===== src/rtl/ex_pkg.sv =====
// Shared opcode, state and width definitions for the operation sequencer.
package ex_pkg;

    localparam int RES_W = 7;

    typedef enum logic [3:0] {
        OP_MUL3  = 4'd0,
        OP_SHR3  = 4'd1,
        OP_ADD5  = 4'd2,
        OP_NAND  = 4'd3,
        OP_ROT   = 4'd4,
        OP_CAT   = 4'd5,
        OP_SEL   = 4'd6,
        OP_RANGE = 4'd7,
        OP_PAR   = 4'd8,
        OP_SWEEP = 4'd9
    } ex_op_e;

    localparam logic [3:0] SWEEP_CODE    = 4'd9;
    localparam logic [3:0] ILLEGAL_MIN   = 4'd10;
    localparam logic [3:0] LAST_SWEEP_OP = 4'd8;

    typedef enum logic {
        ST_IDLE = 1'b0,
        ST_EMIT = 1'b1
    } ex_state_e;

    function automatic logic is_illegal_op(input logic [3:0] op);
        return op >= ILLEGAL_MIN;
    endfunction

endpackage


===== src/rtl/ex_alu.sv =====
// Nine-function combinational datapath; all results zero-extended to RES_W bits.
module ex_alu
    import ex_pkg::*;
(
    input  logic [4:0]       p_i,
    input  logic [4:0]       q_i,
    input  logic [3:0]       op_i,
    output logic [RES_W-1:0] res_o
);

    always_comb begin
        res_o = '0;
        case (op_i)
            OP_MUL3:  res_o = {2'b00, p_i} * 7'd3;
            OP_SHR3:  res_o = {5'b00000, q_i[4:3]};
            OP_ADD5:  res_o = {1'b0, {1'b0, p_i} + 6'd5};
            OP_NAND:  res_o = {2'b00, ~(p_i & q_i)};
            OP_ROT:   res_o = {2'b00, p_i[1:0], p_i[4:2]};
            OP_CAT:   res_o = {1'b0, p_i[2:0], q_i[4:2]};
            OP_SEL:   res_o = {2'b00, (p_i > 5'd10) ? p_i : q_i};
            OP_RANGE: res_o = {6'b000000, (q_i >= 5'd10) && (q_i <= 5'd20)};
            OP_PAR:   res_o = {6'b000000, ^p_i};
            // codes 9..15 never produce a datapath result
            default:  res_o = '0;
        endcase
    end

endmodule


===== src/rtl/ex_op_sequencer.sv =====
// Accepts one command, then streams one result beat (or nine for SWEEP) over a
// valid/ready output port, counting completed commands.
//
//   state   | meaning
//   --------+-----------------------------------------------------------
//   ST_IDLE | in_ready high, waiting for a command
//   ST_EMIT | operands latched, presenting beats until the last handshake
module ex_op_sequencer
    import ex_pkg::*;
#(
    parameter int CNT_W = 8
) (
    input  logic             clk,
    input  logic             rst,
    input  logic             in_valid,
    output logic             in_ready,
    input  logic [4:0]       in_p,
    input  logic [4:0]       in_q,
    input  logic [3:0]       in_op,
    output logic             out_valid,
    input  logic             out_ready,
    output logic [RES_W-1:0] out_data,
    output logic [3:0]       out_op,
    output logic             out_last,
    output logic             out_err,
    output logic             busy,
    output logic [CNT_W-1:0] done_cnt
);

    ex_state_e         state_q, state_d;
    logic [4:0]        p_q, q_q;
    logic [3:0]        op_q;
    logic [3:0]        idx_q, idx_d;
    logic [CNT_W-1:0]  cnt_q;

    logic              accept;
    logic              last_hs;
    logic              cmd_sweep;
    logic              cmd_illegal;
    logic [3:0]        beat_op;
    logic              beat_last;
    logic [RES_W-1:0]  alu_res;

    assign accept      = in_valid && (state_q == ST_IDLE);
    assign cmd_sweep   = (op_q == SWEEP_CODE);
    assign cmd_illegal = is_illegal_op(op_q);
    // A SWEEP walks idx_q through 0..8; any other command is a single beat.
    assign beat_op     = cmd_sweep ? idx_q : op_q;
    assign beat_last   = cmd_sweep ? (idx_q == LAST_SWEEP_OP) : 1'b1;
    assign last_hs     = (state_q == ST_EMIT) && out_ready && beat_last;

    ex_alu u_alu (
        .p_i   (p_q),
        .q_i   (q_q),
        .op_i  (beat_op),
        .res_o (alu_res)
    );

    always_comb begin
        state_d   = state_q;
        idx_d     = idx_q;
        in_ready  = 1'b0;
        out_valid = 1'b0;
        out_data  = '0;
        out_op    = '0;
        out_last  = 1'b0;
        out_err   = 1'b0;
        case (state_q)
            ST_IDLE: begin
                in_ready = 1'b1;
                if (in_valid) begin
                    state_d = ST_EMIT;
                    idx_d   = '0;
                end
            end
            ST_EMIT: begin
                out_valid = 1'b1;
                out_op    = beat_op;
                out_last  = beat_last;
                out_err   = cmd_illegal;
                out_data  = cmd_illegal ? '0 : alu_res;
                if (out_ready) begin
                    if (beat_last) begin
                        state_d = ST_IDLE;
                    end else begin
                        idx_d = idx_q + 4'd1;
                    end
                end
            end
            default: begin
                state_d = ST_IDLE;
            end
        endcase
    end

    always_ff @(posedge clk or posedge rst) begin
        if (rst) begin
            state_q <= ST_IDLE;
            idx_q   <= '0;
        end else begin
            state_q <= state_d;
            idx_q   <= idx_d;
        end
    end

    // Operands are captured only on acceptance, so input churn during EMIT is ignored.
    always_ff @(posedge clk or posedge rst) begin
        if (rst) begin
            p_q  <= '0;
            q_q  <= '0;
            op_q <= '0;
        end else if (accept) begin
            p_q  <= in_p;
            q_q  <= in_q;
            op_q <= in_op;
        end
    end

    always_ff @(posedge clk or posedge rst) begin
        if (rst) begin
            cnt_q <= '0;
        end else if (last_hs) begin
            cnt_q <= cnt_q + CNT_W'(1);
        end
    end

    assign busy     = (state_q != ST_IDLE);
    assign done_cnt = cnt_q;

endmodule


===== config.mk =====
export PLATFORM = sky130hd
export DESIGN_NAME = ex_op_sequencer
export DESIGN_NICKNAME = d
export VERILOG_FILES = /design/src/rtl/ex_pkg.sv /design/src/rtl/ex_alu.sv /design/src/rtl/ex_op_sequencer.sv
export SDC_FILE = /design/constraint.sdc
export NUM_CORES = 1
export LEC_CHECK = 0
export CAP_MARGIN = 25
export CORE_UTILIZATION = 47
export CTS_CLUSTER_SIZE = 30
export DETAILED_ROUTE_END_ITERATION = 10
export PLACE_DENSITY = 0.77
export SLEW_MARGIN = 20
export SYNTH_ARGS = -nofsm -noshare
export SYNTH_HDL_FRONTEND = slang
export SYNTH_SLANG_ARGS = --single-unit
export TNS_END_PERCENT = 20

===== constraint.sdc =====
create_clock -name clk -period 1.8 [get_ports clk]
set_input_delay 0.18 -clock clk [delete_from_list [all_inputs] [get_ports clk]]
set_output_delay 0.18 -clock clk [all_outputs]
set_load 0.005 [all_outputs]

# [After elaboration in Yosys (flattened, before gate mapping)]
# Cells that the tools add are included.
[totals] ff_bits=27 in_bits=18 output_inout_bits=24 wordCells=56
[classes] add_sub_neg=3 mul=1 magnitude_cmp=4 n_eq_ne=13 mux=19 bitwise_logic=3 n_reduce_logical=7
[ops] cell="case mux 7 bit (9 select lines)" n=1
[ops] cell="2-to-1 mux 4 bit" n=5
[ops] cell="equality test 4 x 3 -> 1 bit (second input constant)" n=4
[ops] cell="2-to-1 mux 7 bit" n=2
[ops] cell="equality test 4 bit (second input constant)" n=3
[ops] cell="adder 8 x 1 -> 8 bit (second input constant)" n=1
[ops] cell="equality test 4 x 2 -> 1 bit (second input constant)" n=2
[ops] cell="2-to-1 mux 1 bit" n=8
[ops] cell="case mux 4 bit (2 select lines)" n=1
[ops] cell="multiplier 5 x 2 -> 7 bit (second input constant)" n=1
[ops] cell="adder 5 x 3 -> 6 bit (second input constant)" n=1
[ops] cell="!= test 2 bit (second input constant)" n=3
[ops] cell="bitwise AND 5 bit" n=1
[ops] cell=">= comparator 5 x 4 -> 1 bit (second input constant)" n=1
[ops] cell="> comparator 5 x 4 -> 1 bit (second input constant)" n=1
[ops] cell="<= comparator 5 bit (second input constant)" n=1
[ops] cell="2-to-1 mux 5 bit" n=1
[ops] cell="NOT 5 bit" n=1
[ops] cell="parity 5 bit" n=1
[ops] cell="adder 4 x 1 -> 4 bit (second input constant)" n=1
[ops] cell="equality test 4 x 1 -> 1 bit (second input constant)" n=1
[ops] cell=">= comparator 4 bit (second input constant)" n=1
[ops] cell="logical AND 1 bit" n=4
[ops] cell="logical NOT 4 bit" n=1
[ops] cell="other kinds (3)" n=3

# [Logic depth before layout (Yosys ltp)]
[logic_depth] depth_word=6 depth_mapped=8

# [Cells and area by module]
# From an unflattened synthesis, not the netlist that was laid out.
[hier_totals] cells_unflattened=227 area_unflattened_um2=2115.8
[modules_own_cells] module="ex_op_sequencer" instances=1 cells_per_inst=119 area_per_inst_um2=1365.1 seq_area_each_um2=675.6
[modules_own_cells] module="ex_alu" instances=1 cells_per_inst=108 area_per_inst_um2=750.7 seq_area_each_um2=0.0

# [Least setup slack after synthesis]
# Ideal clock, no wire load.
[synth_timing] path_kind="register to output" from="register p_q[4]" to="output out_data[0]" arrival_time_ns=1.821 required_time_ns=1.620 setup_slack_ns=-0.201 stages_incl_launch_ff=9 path_buffers=1 cell_sequence="dfrtp_1 > clkbuf_1 > inv_1 > ha_1 > nor2b_1 > a21o_1 > mux2i_1 > o21ai_1 > o41a_1"
[synth_via] elab_chain_len=5 elab_cells_between_ends=6
[synth_rtl] element="start: declaration" line="ex_op_sequencer.sv:31" source="logic [4:0] p_q, q_q;"
[synth_rtl] element="start signal: assignment" line="ex_op_sequencer.sv:113" source="p_q <= in_p;"
[synth_rtl] element="> comparator 5 x 4 -> 1 bit" line="ex_alu.sv:20" source="OP_SEL: res_o = {2'b00, (p_i > 5'd10) ? p_i : q_i};"
[synth_rtl] element="2-to-1 mux 5 bit" line="ex_alu.sv:20"
[synth_rtl] element="case mux 7 bit (9 select lines) *" line="ex_alu.sv:13" source="case (op_i)"
[synth_rtl] element="2-to-1 mux 7 bit *" line="ex_op_sequencer.sv:81" source="out_data = cmd_illegal ? '0 : alu_res;"
[synth_rtl] element="2-to-1 mux 7 bit *" line="ex_op_sequencer.sv:68" source="case (state_q)"
[synth_rtl] element="end: declaration" line="ex_op_sequencer.sv:22" source="output logic [RES_W-1:0] out_data,"
# Mark *: on every way between the ends. The rest lies on a longest branch, timed or not.

# [Worst setup path in the final report]
[layout_timing] from="register op_q[2]" to="output out_data[2]"
[layout_via] elab_chain_len=6 elab_cells_between_ends=15
[layout_rtl] element="start: declaration" line="ex_op_sequencer.sv:32" source="logic [3:0] op_q;"
[layout_rtl] element="start signal: assignment" line="ex_op_sequencer.sv:115" source="op_q <= in_op;"
[layout_rtl] element="equality test 4 bit" line="ex_op_sequencer.sv:45" source="assign cmd_sweep = (op_q == SWEEP_CODE);"
[layout_rtl] element="2-to-1 mux 4 bit" line="ex_op_sequencer.sv:48" source="assign beat_op = cmd_sweep ? idx_q : op_q;"
[layout_rtl] element="equality test 4 bit (tied with other cells)" line="ex_alu.sv:13"
[layout_rtl] element="case mux 7 bit (9 select lines)" line="ex_alu.sv:13"
[layout_rtl] element="2-to-1 mux 7 bit *" line="ex_op_sequencer.sv:81"
[layout_rtl] element="2-to-1 mux 7 bit *" line="ex_op_sequencer.sv:68"
# Marks and branches as above.

==> reports/results.ini <==
[power]
p_clk_share_pct = 6.1
finalPower_mw = 5.91
power_frac_comb_pct = 75.0
power_switching_share_pct = 41.7
p_switching_mw = 2.47
power.internal_mw = 3.44
p_leak_nw = 1.51
p_per_area_nw_per_um2 = 1730
irDropWorstVdd_v = 0.000968
seqPwrFrac_pct = 19.0

[final_layout]
layout-drive-gt1-share_pct = 44.0
stdcell_count = 400
final_nets = 381
nFillCells = 298
diodes = 0
final_area_um2 = 3420
syn2layout_area_growth_pct = 61.8

[min_path]
hp-class = in -> async

[route]
first_pass_iters = 4
ant_nets = 0
wl_um = 6490
drc = 0
drt_iter0_drc = 156
post_drt_via_cell_ratio = 5.70
wl_per_cell_um = 16.2
vias = 2278

[critical_path]
cpPeakStageDelay_ns = 0.49
crit_path_top_delay_cell = or4b_4
cp.arrival_ns = 2.16
cp_max_fo = 5
cpLargestDelayFamily = compound AO/OA/AOI/OAI gates
worstSetupStartpointType = flip-flop
required_ns = 1.62
cp-end-kind = primary output
crit_buf_inv = 2
path_class = reg -> out
worstPathCellList = buf_4 -> or4b_4 -> a21oi_4 -> nand2_2 -> a21oi_4 -> o31a_1 -> buf_2
cp_common_cell = a21oi_4

[logic_synthesis]
synth_warnings = 0
synth_top_cell_by_area = dfrtp_1
ys_ff_latch = 27
syn_avg_cell_area_um2 = 9.22
ys_async_sr_fraction_pct = 100
synthTopCellsByArea = dfrtp_1 (32%), ha_1 (7.7%), xnor2_1 (4.6%)
synthesis.area_um2 = 2110
synthFlopType = dfrtp_1
synth_cell_types = 52
synth_top_area_share_pct = 32.0
yosysSeqAreaShare_pct = 32.0
syn_inst = 229
syn-num-nets = 261
synth_enable_flop_cells = 0

[placement]
io_buffers = 41
gp_congestion = 0.935
place_inst = 380
dp_slack_ns = -0.610
dpl.hpwl_um = 4640
placed_cell_area_um2 = 3100

[timing]
finalSetupViolCount = 14
rsz0062_at_grt = true
slew_headroom_pct = 76.0
fin_crit_sh_pct = 130
max_freq_ghz = 0.427
period_minus_slack_ns = 2.34
hold_violations = 0
layout_setup_ws_ns = -0.544
tightest_slew_ns = 0.360
finalClockSkew_ns = 0.00184
drv_slew = 0

[global_routing]
antenna_found_initial = 0
grt_max_degree = 28
grt.overflow.total = 0
first_global_vias = 2219
grt_pass1_wl_um = 10500
grt_usage_pct = 27.4

[clock_network]
clk_path_buf_depth = 2
cts_tree = done
ctsHoldBuffers = 0
cts.sinks = 27
h-tree-depth = 1
clk_pin_slew_ns = 0.10
clk_latency_ns = 0.28
numCtsBuffers = 3
cts-root-buf = clkbuf_8

[run_status]
violations = setup timing
status = finished, violations left

[floorplanning]
core_um2 = 4320
dieArea_um2 = 4770
die_h_um = 69.0
dieWidth_um = 69.0
start_util_pct = 48.8
io_pins = 42
rows = 24

[flow_run]
maxCapViolations = 0

[timing repair]
action	4_1_cts	5_1_grt
buffers inserted	14	3
endpoints found under the setup margin	21	20
pin swaps	23	8
resized for setup	65	19
cloned	0	0
[metal layers]
| layer | GRT usage, % | wire length (µm) | vias to the layer above |
|---|---|---|---|
| met5 | 0 | 0 | - |
| met4 | 7.71 | 111 | 0 |
| met3 | 3.95 | 443 | 11 |
| met2 | 44.2 | 3070 | 96 |
| met1 | 38.3 | 2870 | 1100 |
| li1 | - | - | 1071 |
[worst register-to-register path: cells and delay by family, from the launching register on]
family,cells,cell delay [ns]
DFF,1,0.40
adders and majority gates,1,0.15
and+or+nand+nor,3,0.38
xor gates and xnor gates,1,0.15
buffers and inverters,4,0.44
AOI/OAI and AO/OA,1,0.19
[cell usage after synthesis (2+ instances only)]
| cell type | instances |
|---|---|
| a21o_1 | 3 |
| nand4_1 | 8 |
| nor2b_1 | 6 |
| a21boi_0 | 4 |
| and2_1 | 4 |
| a32oi_1 | 2 |
| nor2_1 | 14 |
| inv_1 | 12 |
| nand2b_1 | 4 |
| o21ai_0 | 14 |
| buf_2 | 2 |
| or4b_4 | 2 |
| mux2_1 | 5 |
| and4b_1 | 2 |
| nand3_1 | 4 |
| a221oi_1 | 2 |
| o21ai_1 | 4 |
| mux2_2 | 5 |
| xnor2_1 | 11 |
| o211ai_1 | 2 |
| o22ai_1 | 5 |
| or3_1 | 2 |
| clkbuf_1 | 6 |
| and3_1 | 4 |
| a21oi_4 | 3 |
| buf_4 | 2 |
| o2bb2ai_1 | 2 |
| ha_1 | 13 |
| or2_1 | 2 |
| mux2i_1 | 5 |
| a21oi_1 | 8 |
| o31a_1 | 4 |
| nand2_1 | 18 |
| dfrtp_1 | 27 |
[path summary, 6_finish.rpt]
check	end	from	cells past startpoint	slack, ns
worst max-delay path	out_data[2]	op_q[2]	7	-0.54
worst max register to register	done_cnt[7]	idx_q[0]	10	-0.01
max in group asynchronous	op_q[0]	rst	3	1.25
min in group clk	p_q[3]	in_p[3]	3	0.44
worst min-delay path	p_q[4]	rst	3	0.26
worst min register to register	done_cnt[4]	done_cnt[4]	1	0.50
[cells by family after synthesis]
| kind of cell | count (synthesis) | synth area share, % |
|---|---|---|
| multiplexers | 15 | 7.70 |
| AO/OA/AOI/OAI | 64 | 22.9 |
| AND/OR/NAND/NOR | 73 | 18.7 |
| flip-flops | 27 | 32.0 |
| adder cells (fa/ha/maj) | 14 | 8.65 |
| buffers and inverters | 24 | 5.09 |
| XOR/XNOR | 12 | 4.98 |
[area by class of cell]
class	count	area, µm²	share of cell area, %
Multi-Input combinational cell	178	1530	44.9
Clock buffer	3	41.3	1.21
Tap cell	52	65.1	1.90
Inverter	13	48.8	1.43
Clock inverter	1	5.00	0.146
Timing Repair Buffer	126	1040	30.5
Sequential cell	27	682	20.0
[per-stage QoR]
stage	hold slack (ns)	TNS, ns	utilization (%)
after floorplan	0.233	-0.140	-
final	0.256	-4.18	79.0
after global routing	0.297	-5.83	79.0
after CTS	0.267	-4.71	77.7
after global placement	0.470	-4.24	71.8
after detailed placement	0.481	-4.62	71.8
[power groups by stage]
stage | registers (mW) | logic, mW | clock network (mW)
floorplan | 1.12 | 1.90 | 0
global placement | 1.12 | 3.63 | 0
detailed placement | 1.14 | 3.70 | 0
CTS | 1.10 | 4.21 | 0.363
global route | 1.15 | 4.74 | 0.391
finish | 1.12 | 4.43 | 0.358
[state kept, by name, summed over array words and instances (netlist names)]
name and flops:
busy 1, p_q 5, idx_q 4, q_q 5, done_cnt 8, op_q 4
[cells in the final DEF, fill, tap and decap left out, drive strengths merged, types with 2 or more instances in the layout]
cell type and n:
nor2 14, nor2b 6, dlygate4sd2 2, nand2b 4, ha 13, buf 92, inv 13, a21boi 4
nand3 4, or4b 2, and2 4, mux2i 5, nand2 18, o21ai 18, dfrtp 27, a21o 3
o211ai 2, a221oi 2, or2 2, a32oi 2, o2bb2ai 2, xnor2 11, o31a 4, clkdlybuf4s50 29
or3 2, o22ai 5, a21oi 11, nand4 8, and4b 2, mux2 10, and3 4, clkbuf 5
Note: power is estimated with default switching activity, not from simulation.
